`src/rtl/reduce_hybrid_ctrl_pkg.sv`:
```
// Shared definitions for the two-lane hybrid sum reduction controller:
// default widths and the frame sequencer state encoding.
package reduce_hybrid_ctrl_pkg;

   localparam int WIDTH_DEF = 16;
   localparam int CNT_W_DEF = 8;

   typedef enum logic [1:0] {
      IDLE  = 2'd0,
      ACCUM = 2'd1,
      DONE  = 2'd2
   } state_t;

endpackage

```
`src/rtl/reduce_hybrid_ctrl_if.sv`:
```
// Bus bundle between a streaming source / result consumer and the
// reduction controller.
//
// Handshake rules:
//   input beat  : a pair transfers on a rising edge where IN_VALID and
//                 IN_READY are both 1; IN_READY depends on controller
//                 state only, never on IN_VALID.
//   result      : O transfers on a rising edge where V and O_READY are
//                 both 1; O stays stable while V is 1 and not yet taken.
//   frame start : START/LEN are sampled only while BUSY is 0.
interface reduce_hybrid_ctrl_if #(
   parameter int WIDTH = 16,
   parameter int CNT_W = 8
) ();

   logic             START;
   logic [CNT_W-1:0] LEN;
   logic [WIDTH-1:0] I_0;
   logic [WIDTH-1:0] I_1;
   logic             IN_VALID;
   logic             IN_READY;
   logic [WIDTH-1:0] O;
   logic             V;
   logic             O_READY;
   logic             BUSY;

   // Source/consumer side
   modport master (
      output START, LEN, I_0, I_1, IN_VALID, O_READY,
      input  IN_READY, O, V, BUSY
   );

   // Controller side
   modport slave (
      input  START, LEN, I_0, I_1, IN_VALID, O_READY,
      output IN_READY, O, V, BUSY
   );

endinterface

```
`src/rtl/reduce_hybrid_ctrl_pair_accum.sv`:
```
// Parallel lane adder feeding a sequential accumulator. sum_next is the
// value the accumulator would take on an enabled beat; all arithmetic
// wraps at WIDTH bits, including the intermediate lane sum.
module pair_accum
   import reduce_hybrid_ctrl_pkg::*;
#(
   parameter int WIDTH = WIDTH_DEF
) (
   input  logic             clk,
   input  logic             rst_n,
   input  logic             clr,
   input  logic             en,
   input  logic [WIDTH-1:0] I_0,
   input  logic [WIDTH-1:0] I_1,
   output logic [WIDTH-1:0] sum_next
);

   logic [WIDTH-1:0] acc_q;
   logic [WIDTH-1:0] acc_d;
   logic [WIDTH-1:0] lane_sum;

   // Lane reduction and fold into the running total
   always_comb begin
      lane_sum = I_0 + I_1;
      sum_next = acc_q + lane_sum;
   end

   // Clear wins over enable so the last beat of a frame leaves acc at zero
   always_comb begin
      acc_d = acc_q;
      if (clr) begin
         acc_d = '0;
      end else if (en) begin
         acc_d = sum_next;
      end
   end

   // Accumulator register
   always_ff @(posedge clk or negedge rst_n) begin
      if (!rst_n) begin
         acc_q <= '0;
      end else begin
         acc_q <= acc_d;
      end
   end

endmodule

```
`src/rtl/reduce_hybrid_ctrl.sv`:
```
// Frame-level sequencer for the two-lane hybrid sum reduction. A frame of
// LEN pairs is opened by START, each accepted pair is folded into the
// accumulator, and the final sum is held on O with V until the consumer
// takes it. The current state is exposed on dbg_state.
module reduce_hybrid_ctrl
   import reduce_hybrid_ctrl_pkg::*;
#(
   parameter int WIDTH = WIDTH_DEF,
   parameter int CNT_W = CNT_W_DEF
) (
   input  logic                 CLK,
   input  logic                 RESETN,
   reduce_hybrid_ctrl_if.slave  bus,
   output state_t               dbg_state
);

   state_t           state_q;
   state_t           state_d;
   logic [CNT_W-1:0] rem_q;
   logic [CNT_W-1:0] rem_d;
   logic [WIDTH-1:0] o_q;
   logic [WIDTH-1:0] o_d;
   logic             acc_clr;
   logic             acc_en;
   logic             beat;
   logic [WIDTH-1:0] sum_next;

   pair_accum #(
      .WIDTH (WIDTH)
   ) u_pair_accum (
      .clk      (CLK),
      .rst_n    (RESETN),
      .clr      (acc_clr),
      .en       (acc_en),
      .I_0      (bus.I_0),
      .I_1      (bus.I_1),
      .sum_next (sum_next)
   );

   // Next-state, beat counter and result register update
   always_comb begin
      state_d = state_q;
      rem_d   = rem_q;
      o_d     = o_q;
      acc_clr = 1'b0;
      acc_en  = 1'b0;
      beat    = (state_q == ACCUM) && bus.IN_VALID;
      case (state_q)
         IDLE: begin
            if (bus.START) begin
               if (bus.LEN != '0) begin
                  state_d = ACCUM;
                  rem_d   = bus.LEN;
                  acc_clr = 1'b1;
               end else begin
                  // Empty frame: the sum of nothing is zero
                  state_d = DONE;
                  o_d     = '0;
               end
            end
         end
         ACCUM: begin
            if (beat) begin
               acc_en = 1'b1;
               rem_d  = rem_q - CNT_W'(1);
               if (rem_q == CNT_W'(1)) begin
                  o_d     = sum_next;
                  state_d = DONE;
                  acc_clr = 1'b1;
               end
            end
         end
         DONE: begin
            if (bus.O_READY) begin
               state_d = IDLE;
            end
         end
         default: begin
            state_d = IDLE;
         end
      endcase
   end

   // State, counter and result registers; reset aborts any frame in flight
   always_ff @(posedge CLK or negedge RESETN) begin
      if (!RESETN) begin
         state_q <= IDLE;
         rem_q   <= '0;
         o_q     <= '0;
      end else begin
         state_q <= state_d;
         rem_q   <= rem_d;
         o_q     <= o_d;
      end
   end

   // Handshake outputs decode straight from the state register
   always_comb begin
      bus.IN_READY = (state_q == ACCUM);
      bus.V        = (state_q == DONE);
      bus.BUSY     = (state_q != IDLE);
      bus.O        = o_q;
      dbg_state    = state_q;
   end

endmodule

```
`src/flat_wrapper.sv`:
```
// flat-port wrapper written by rule: the top's interface ports become plain ports
module reduce_hybrid_ctrl_flat import reduce_hybrid_ctrl_pkg::*;
#(
   parameter int WIDTH = WIDTH_DEF,
   parameter int CNT_W = CNT_W_DEF
)
  (CLK, RESETN, dbg_state, bus_START, bus_LEN, bus_I_0, bus_I_1, bus_IN_VALID, bus_O_READY, bus_IN_READY, bus_O, bus_V, bus_BUSY);
  reduce_hybrid_ctrl_if #(.WIDTH(WIDTH), .CNT_W(CNT_W)) bus_i ();
  input  logic CLK;
  input  logic RESETN;
  output state_t dbg_state;
  input wire logic [$bits(bus_i.START)-1:0] bus_START;
  input wire logic [$bits(bus_i.LEN)-1:0] bus_LEN;
  input wire logic [$bits(bus_i.I_0)-1:0] bus_I_0;
  input wire logic [$bits(bus_i.I_1)-1:0] bus_I_1;
  input wire logic [$bits(bus_i.IN_VALID)-1:0] bus_IN_VALID;
  input wire logic [$bits(bus_i.O_READY)-1:0] bus_O_READY;
  output wire logic [$bits(bus_i.IN_READY)-1:0] bus_IN_READY;
  output wire logic [$bits(bus_i.O)-1:0] bus_O;
  output wire logic [$bits(bus_i.V)-1:0] bus_V;
  output wire logic [$bits(bus_i.BUSY)-1:0] bus_BUSY;
  assign bus_i.START = bus_START;
  assign bus_i.LEN = bus_LEN;
  assign bus_i.I_0 = bus_I_0;
  assign bus_i.I_1 = bus_I_1;
  assign bus_i.IN_VALID = bus_IN_VALID;
  assign bus_i.O_READY = bus_O_READY;
  assign bus_IN_READY = bus_i.IN_READY;
  assign bus_O = bus_i.O;
  assign bus_V = bus_i.V;
  assign bus_BUSY = bus_i.BUSY;
  reduce_hybrid_ctrl #(.WIDTH(WIDTH), .CNT_W(CNT_W)) u_core (.CLK(CLK), .RESETN(RESETN), .bus(bus_i), .dbg_state(dbg_state));
endmodule
```
`config.mk`:
```
export PLATFORM = sky130hd
export DESIGN_NAME = reduce_hybrid_ctrl_flat
export DESIGN_NICKNAME = d
export VERILOG_FILES = /design/src/rtl/reduce_hybrid_ctrl_pkg.sv /design/src/rtl/reduce_hybrid_ctrl_if.sv /design/src/rtl/reduce_hybrid_ctrl_pair_accum.sv /design/src/rtl/reduce_hybrid_ctrl.sv /design/src/flat_wrapper.sv
export SDC_FILE = /design/constraint.sdc
export NUM_CORES = 1
export LEC_CHECK = 0
export CAP_MARGIN = 30
export CORE_MARGIN = 2
export CORE_UTILIZATION = 45
export CTS_BUF_LIST = sky130_fd_sc_hd__clkbuf_8
export DETAILED_ROUTE_END_ITERATION = 10
export GPL_TIMING_DRIVEN = 0
export PLACE_DENSITY = 0.83
export SETUP_SLACK_MARGIN = 0.2
export SLEW_MARGIN = 20
export SYNTH_ARGS = -nofsm -noshare
export SYNTH_HDL_FRONTEND = slang
export SYNTH_SLANG_ARGS = --single-unit
```
`constraint.sdc`:
```
create_clock -name CLK -period 4.1 [get_ports CLK]
set_input_delay 0.41 -clock CLK [delete_from_list [all_inputs] [get_ports CLK]]
set_output_delay 0.41 -clock CLK [all_outputs]
set_load 0.05 [all_outputs]
```
---- Yosys cells after proc, flatten, opt, wreduce, memory -nomap -nowiden ----
Index checks and enable logic that the tools add are counted.
storage, ports and cells
  register bits ........................... 42
  bits of input ports ..................... 45
  word-level logic and storage cells ...... 49
cells by class
  add/subtract/negate cells ............... 3
  eq/ne operators ......................... 9
  multiplexer cells ....................... 24
  reductions and logical operators ........ 9
operators by type and width
  operator                                          count
  2-to-1 mux 16 bit                                 6
  adder 16 bit                                      2
  case mux 16 bit (2 select lines)                  1
  2-to-1 mux 8 bit                                  3
  case mux 8 bit (2 select lines)                   1
  2-to-1 mux 2 bit                                  5
  == test 8 x 1 -> 1 bit, second input constant     1
  AND reduction 4 bit                               2
  nonzero test 8 bit                                1
  subtractor 8 x 1 -> 8 bit, second input constant  1
  2-to-1 mux 1 bit                                  6
  != test 2 x 1 -> 1 bit, second input constant     3
  != test 2 bit, second input constant              3
  case mux 2 bit (3 select lines)                   1
  nonzero test 2 bit                                3
  AND reduction 5 bit                               1
  == test 2 x 1 -> 1 bit, second input constant     1
  == test 2 bit, second input constant              1
  logical NOT 2 bit                                 1
  case mux 1 bit (2 select lines)                   1
  logical AND 1 bit                                 1

---- Logic depth before layout (Yosys ltp) ----
  depth in word-level cells ............... 6
  gate-level depth with buffers ........... 10
  depth with buffers taken out ............ 10

---- Cells and area by module ----
From an unflattened synthesis, not the netlist that was laid out.
unflattened totals
  cells, all modules ...................... 333
  area total of the unflattened synthesis .. 3280.6 sq um
modules (own cells, without submodules)
  module              times used  cells each  area an instance (sq um)  sequential area each (sq um)
  pair_accum          1           189         1833.0                    400.4
  reduce_hybrid_ctrl  1           144         1447.6                    650.6

---- Least setup slack after synthesis ----
OpenSTA, ideal clock, no wires.
  path type ............................... input-to-reg
  from .................................... input port bus_I_1[1]
  to ...................................... register u_core.u_pair_accum.acc_q[13]
  setup time .............................. 0.121 ns
  arrival time ............................ 2.488 ns
  data required time ...................... 3.979 ns
  path slack .............................. 1.491 ns
  stages .................................. 10
  buffers on the path ..................... 0
  cells stage by stage .................... fa_1 ha_1 inv_1 fa_1 nor2b_1 o311ai_2 a21boi_1 o41ai_1 xnor2_1 a22o_1
on the way
  longest elaborated chain between the ends .. 4
ends and longest elaborated chain
  element               RTL line                             text
  start, declared       flat_wrapper.sv:15                   input wire logic [$bits(bus_i.I_1)-1:0] bus_I_1;
  adder 16 bit          reduce_hybrid_ctrl_pair_accum.sv:24  lane_sum = I_0 + I_1;
  adder 16 bit          reduce_hybrid_ctrl_pair_accum.sv:25  sum_next = acc_q + lane_sum;
  2-to-1 mux 16 bit     reduce_hybrid_ctrl_pair_accum.sv:33  end else if (en) begin
  2-to-1 mux 16 bit     reduce_hybrid_ctrl_pair_accum.sv:31  if (clr) begin
  end signal, assigned  reduce_hybrid_ctrl_pair_accum.sv:41  acc_q <= '0;
  end signal, assigned  reduce_hybrid_ctrl_pair_accum.sv:43  acc_q <= acc_d;
  end, declared         reduce_hybrid_ctrl_pair_accum.sv:18  logic [WIDTH-1:0] acc_q;
Every way passes these cells. The select of a mux whose other input is x is not followed.
A chain may end at the register's enable or synchronous reset.

---- Worst setup path after layout ----
  from .................................... input port bus_I_1[1]
  to ...................................... register u_core.u_pair_accum.acc_q[15]
Same word-level chain as after synthesis.

==> results_dict.tcl <==
set metrics [dict create \
    ir_drop_mv 0.6125 \
    critical_path_class "primary input to flip-flop" \
    fin_nets 422 \
    regArea_mm2 0.001051 \
    gp_congestion 0.7942 \
    ant_nets 0 \
    multiInputGateArea_mm2 0.001672 \
    avgViaCountPerCell 5.836 \
    timing.rr.end "u_core.u_pair_accum.acc_q[15]" \
    core-area_mm2 0.005991 \
    rsz0062_at_grt "false" \
    reg2regPathDepth 10 \
    fmax_ghz 0.3246 \
    cts_hold_buf 0 \
    drt-wirelength-per-cell_um 16.35 \
    internal_power_w 0.001631 \
    dr.pass1.iters 5 \
    cts_setup_buffers 0 \
    wl_um 6884 \
    num_vias 2457 \
    status "finished clean" \
    core.rowCount 28 \
    htreeDepth 2 \
    seqPwrFrac 0.246 \
    endpoint_kind "flip-flop" \
    drv_slew 0 \
    final.period_utilization 0.7513 \
    grt_pass1_wl_um 11480 \
    cts_tree "done" \
    numCtsBuffers 5 \
    hold_class "primary input to async pin" \
    io_buffer_count 65 \
    rr_startpoint "u_core.u_pair_accum.acc_q[1]" \
    start_util 0.4708 \
    grt_pass1_vias 2411 \
    hpwlAfterDp_um 5329 \
    pre_cts_ws_ps 710.0 \
    async_flop_share 1.000 \
    ys.flop_type "dfrtp_1" \
    leakagePower_nw 1.610 \
    r2r_slack_ps 1220 \
    startpoint_type "primary input" \
    die_w_um 83.17 \
    fill_cells 496 \
    crit_start "bus_I_1[1]" \
    powerDensity_mw_per_mm2 858.1 \
    ys_seq_area_frac 0.3727 \
    ys_ff_latch 42 \
    synth_warnings 0 \
    grt_overflow 0 \
    drc_errors 0 \
    ios 66 \
    synth_nets 349 \
    drv_cap 0 \
    synth.distinct_cells 49 \
    placedCellCount 413 \
    final_cell_area_mm2 0.003679 \
    synth_area_mm2 0.002820 \
    synth_cells 272 \
    die_y_um 83.17 \
    clkLatencyLatePin_ps 300 \
    die_area_mm2 0.006916 \
    p_comb_frac 0.666 \
    crit_fanout 3 \
    hold_viol 0 \
    clock_path_buffers 2 \
    required_ps 4280 \
    finalPower_w 0.003157 \
    drt-initial-drc-count 209 \
    setup_viol 0 \
    finalNonFillerCells 421 \
    grt_max_degree 24 \
    worst_pin_slew_ps 590.8 \
    place_area_mm2 0.003587 \
    clock_power_share 0.088 \
    syn2layout_area_growth_pct 30.43 \
    syn_avg_cell_area_um2 10.37 \
    p_sw_w 0.001525 \
    antenna_found_initial 0 \
    synth-edff-count 0 \
    clock-sinks 42 \
    max_slew_margin 0.6049 \
    antenna_cells 0 \
    setup_ws_ps 1020 \
    arrival_ps 3260 \
    crit_path_end "u_core.u_pair_accum.acc_q[15]" \
    cts_resized 0 \
    grt_usage 0.2034 \
    path_clk_slew_ps 80 \
    layout-drive-gt1-share 0.06647 \
    switching_share 0.4832 \
    cts_root_buf "clkbuf_8" \
    post-route-min-period_ps 3080 \
    fin_skew_ps 6.285 \
    setup_tns_ps 0 \
]
sequential cells by signal (all words and copies together) (netlist names):
signal	cells
u_core.u_pair_accum.acc_q	16
u_core.rem_q	8
u_core.dbg_state	2
u_core.bus.O	16
cells in the mapped netlist, types with 3 or more instances:
| library cell | count | area [µm²] |
|---|---|---|
| dfrtp_1 | 42 | 1051 |
| o31ai_1 | 3 | 22.52 |
| fa_1 | 16 | 320.3 |
| a21oi_1 | 20 | 100.1 |
| xor2_1 | 3 | 26.28 |
| a22o_1 | 22 | 192.7 |
| nor3_1 | 6 | 30.03 |
| buf_6 | 3 | 33.78 |
| inv_1 | 10 | 37.54 |
| and2_1 | 3 | 18.77 |
| nand2_1 | 25 | 93.84 |
| nand2b_1 | 3 | 18.77 |
| o21ai_0 | 20 | 100.1 |
| a21o_1 | 5 | 37.54 |
| buf_2 | 3 | 15.01 |
| ha_1 | 16 | 200.2 |
| and3_1 | 4 | 25.02 |
| nor2_1 | 14 | 52.55 |
| nand3_1 | 4 | 20.02 |
| or3_1 | 4 | 25.02 |
| xnor2_1 | 11 | 96.34 |
power groups by stage:
stage	Combinational (W)	Sequential (W)	Clock, W
2_1_floorplan	0.00131	0.000984	0
3_3_place_gp	0.00201	0.000771	0
3_5_place_dp	0.00208	0.000774	0
4_1_cts	0.00210	0.000774	0.000279
5_1_grt	0.00229	0.000800	0.000296
6_report	0.00210	0.000778	0.000276
through the flow:
step	hold slack [ps]	util
floorplan	114.4	-
global route	93.31	0.6140
global placement	483.3	0.5950
detailed placement	403.2	0.5988
finish	66.53	0.6140
CTS	77.46	0.6140
worst min path at each step:
stage,slack [ps],endpoint
finish,70,u_core.bus.O[0]
global route,90,u_core.bus.O[0]
CTS,80,u_core.bus.O[0]
detailed placement,400,u_core.bus.O[0]
global placement,480,u_core.rem_q[1]
floorplan,110,u_core.bus.O[0]
cell families after synthesis:
| kind of cell | count (synthesis) | share of synthesized area |
|---|---|---|
| flops | 42 | 0.3727 |
| buf+inv | 18 | 0.03460 |
| fa+ha+maj | 32 | 0.1846 |
| xor+xnor | 14 | 0.04348 |
| simple gates | 77 | 0.1442 |
| compound gates | 88 | 0.2170 |
| mux | 1 | 0.003549 |
per-layer routing:
metal / GRT usage / vias up / part of all wire
met1: 0.2778 / 1202 / 0.45
met5: 0 / - / 0
met3: 0.03479 / 16 / 0.058
met2: 0.3292 / 94 / 0.47
li1: - / 1145 / -
met4: 0.06706 / 0 / 0.019
critical path: stages:
cell	delay [ps]
clkdlybuf4s50_1	440
fa_1	550
ha_1	180
inv_1	60
fa_1	400
nor2b_1	230
o311ai_2	120
a21boi_1	320
o221ai_1	220
xnor2_1	220
o21ai_0	100
cell type report:
class / instances / area share
Tap cell: 75 / 0.02551
Buffer: 8 / 0.01633
Timing Repair Buffer: 66 / 0.1830
Clock inverter: 2 / 0.002381
Multi-Input combinational cell: 212 / 0.4544
Clock buffer: 6 / 0.02245
Inverter: 10 / 0.01020
Sequential cell: 42 / 0.2857
cells in the final DEF, fill, tap and decap left out, drive strengths merged, types with 5 or more instances in the layout:
cell type,n
dfrtp,42
nand2,25
a21oi,20
clkdlybuf4s50,64
nor2,16
a21o,5
o21ai,20
clkbuf,7
xnor2,11
nor3,7
ha,16
buf,9
inv,11
fa,16
a22o,22
(Power assumes the default switching activity.)
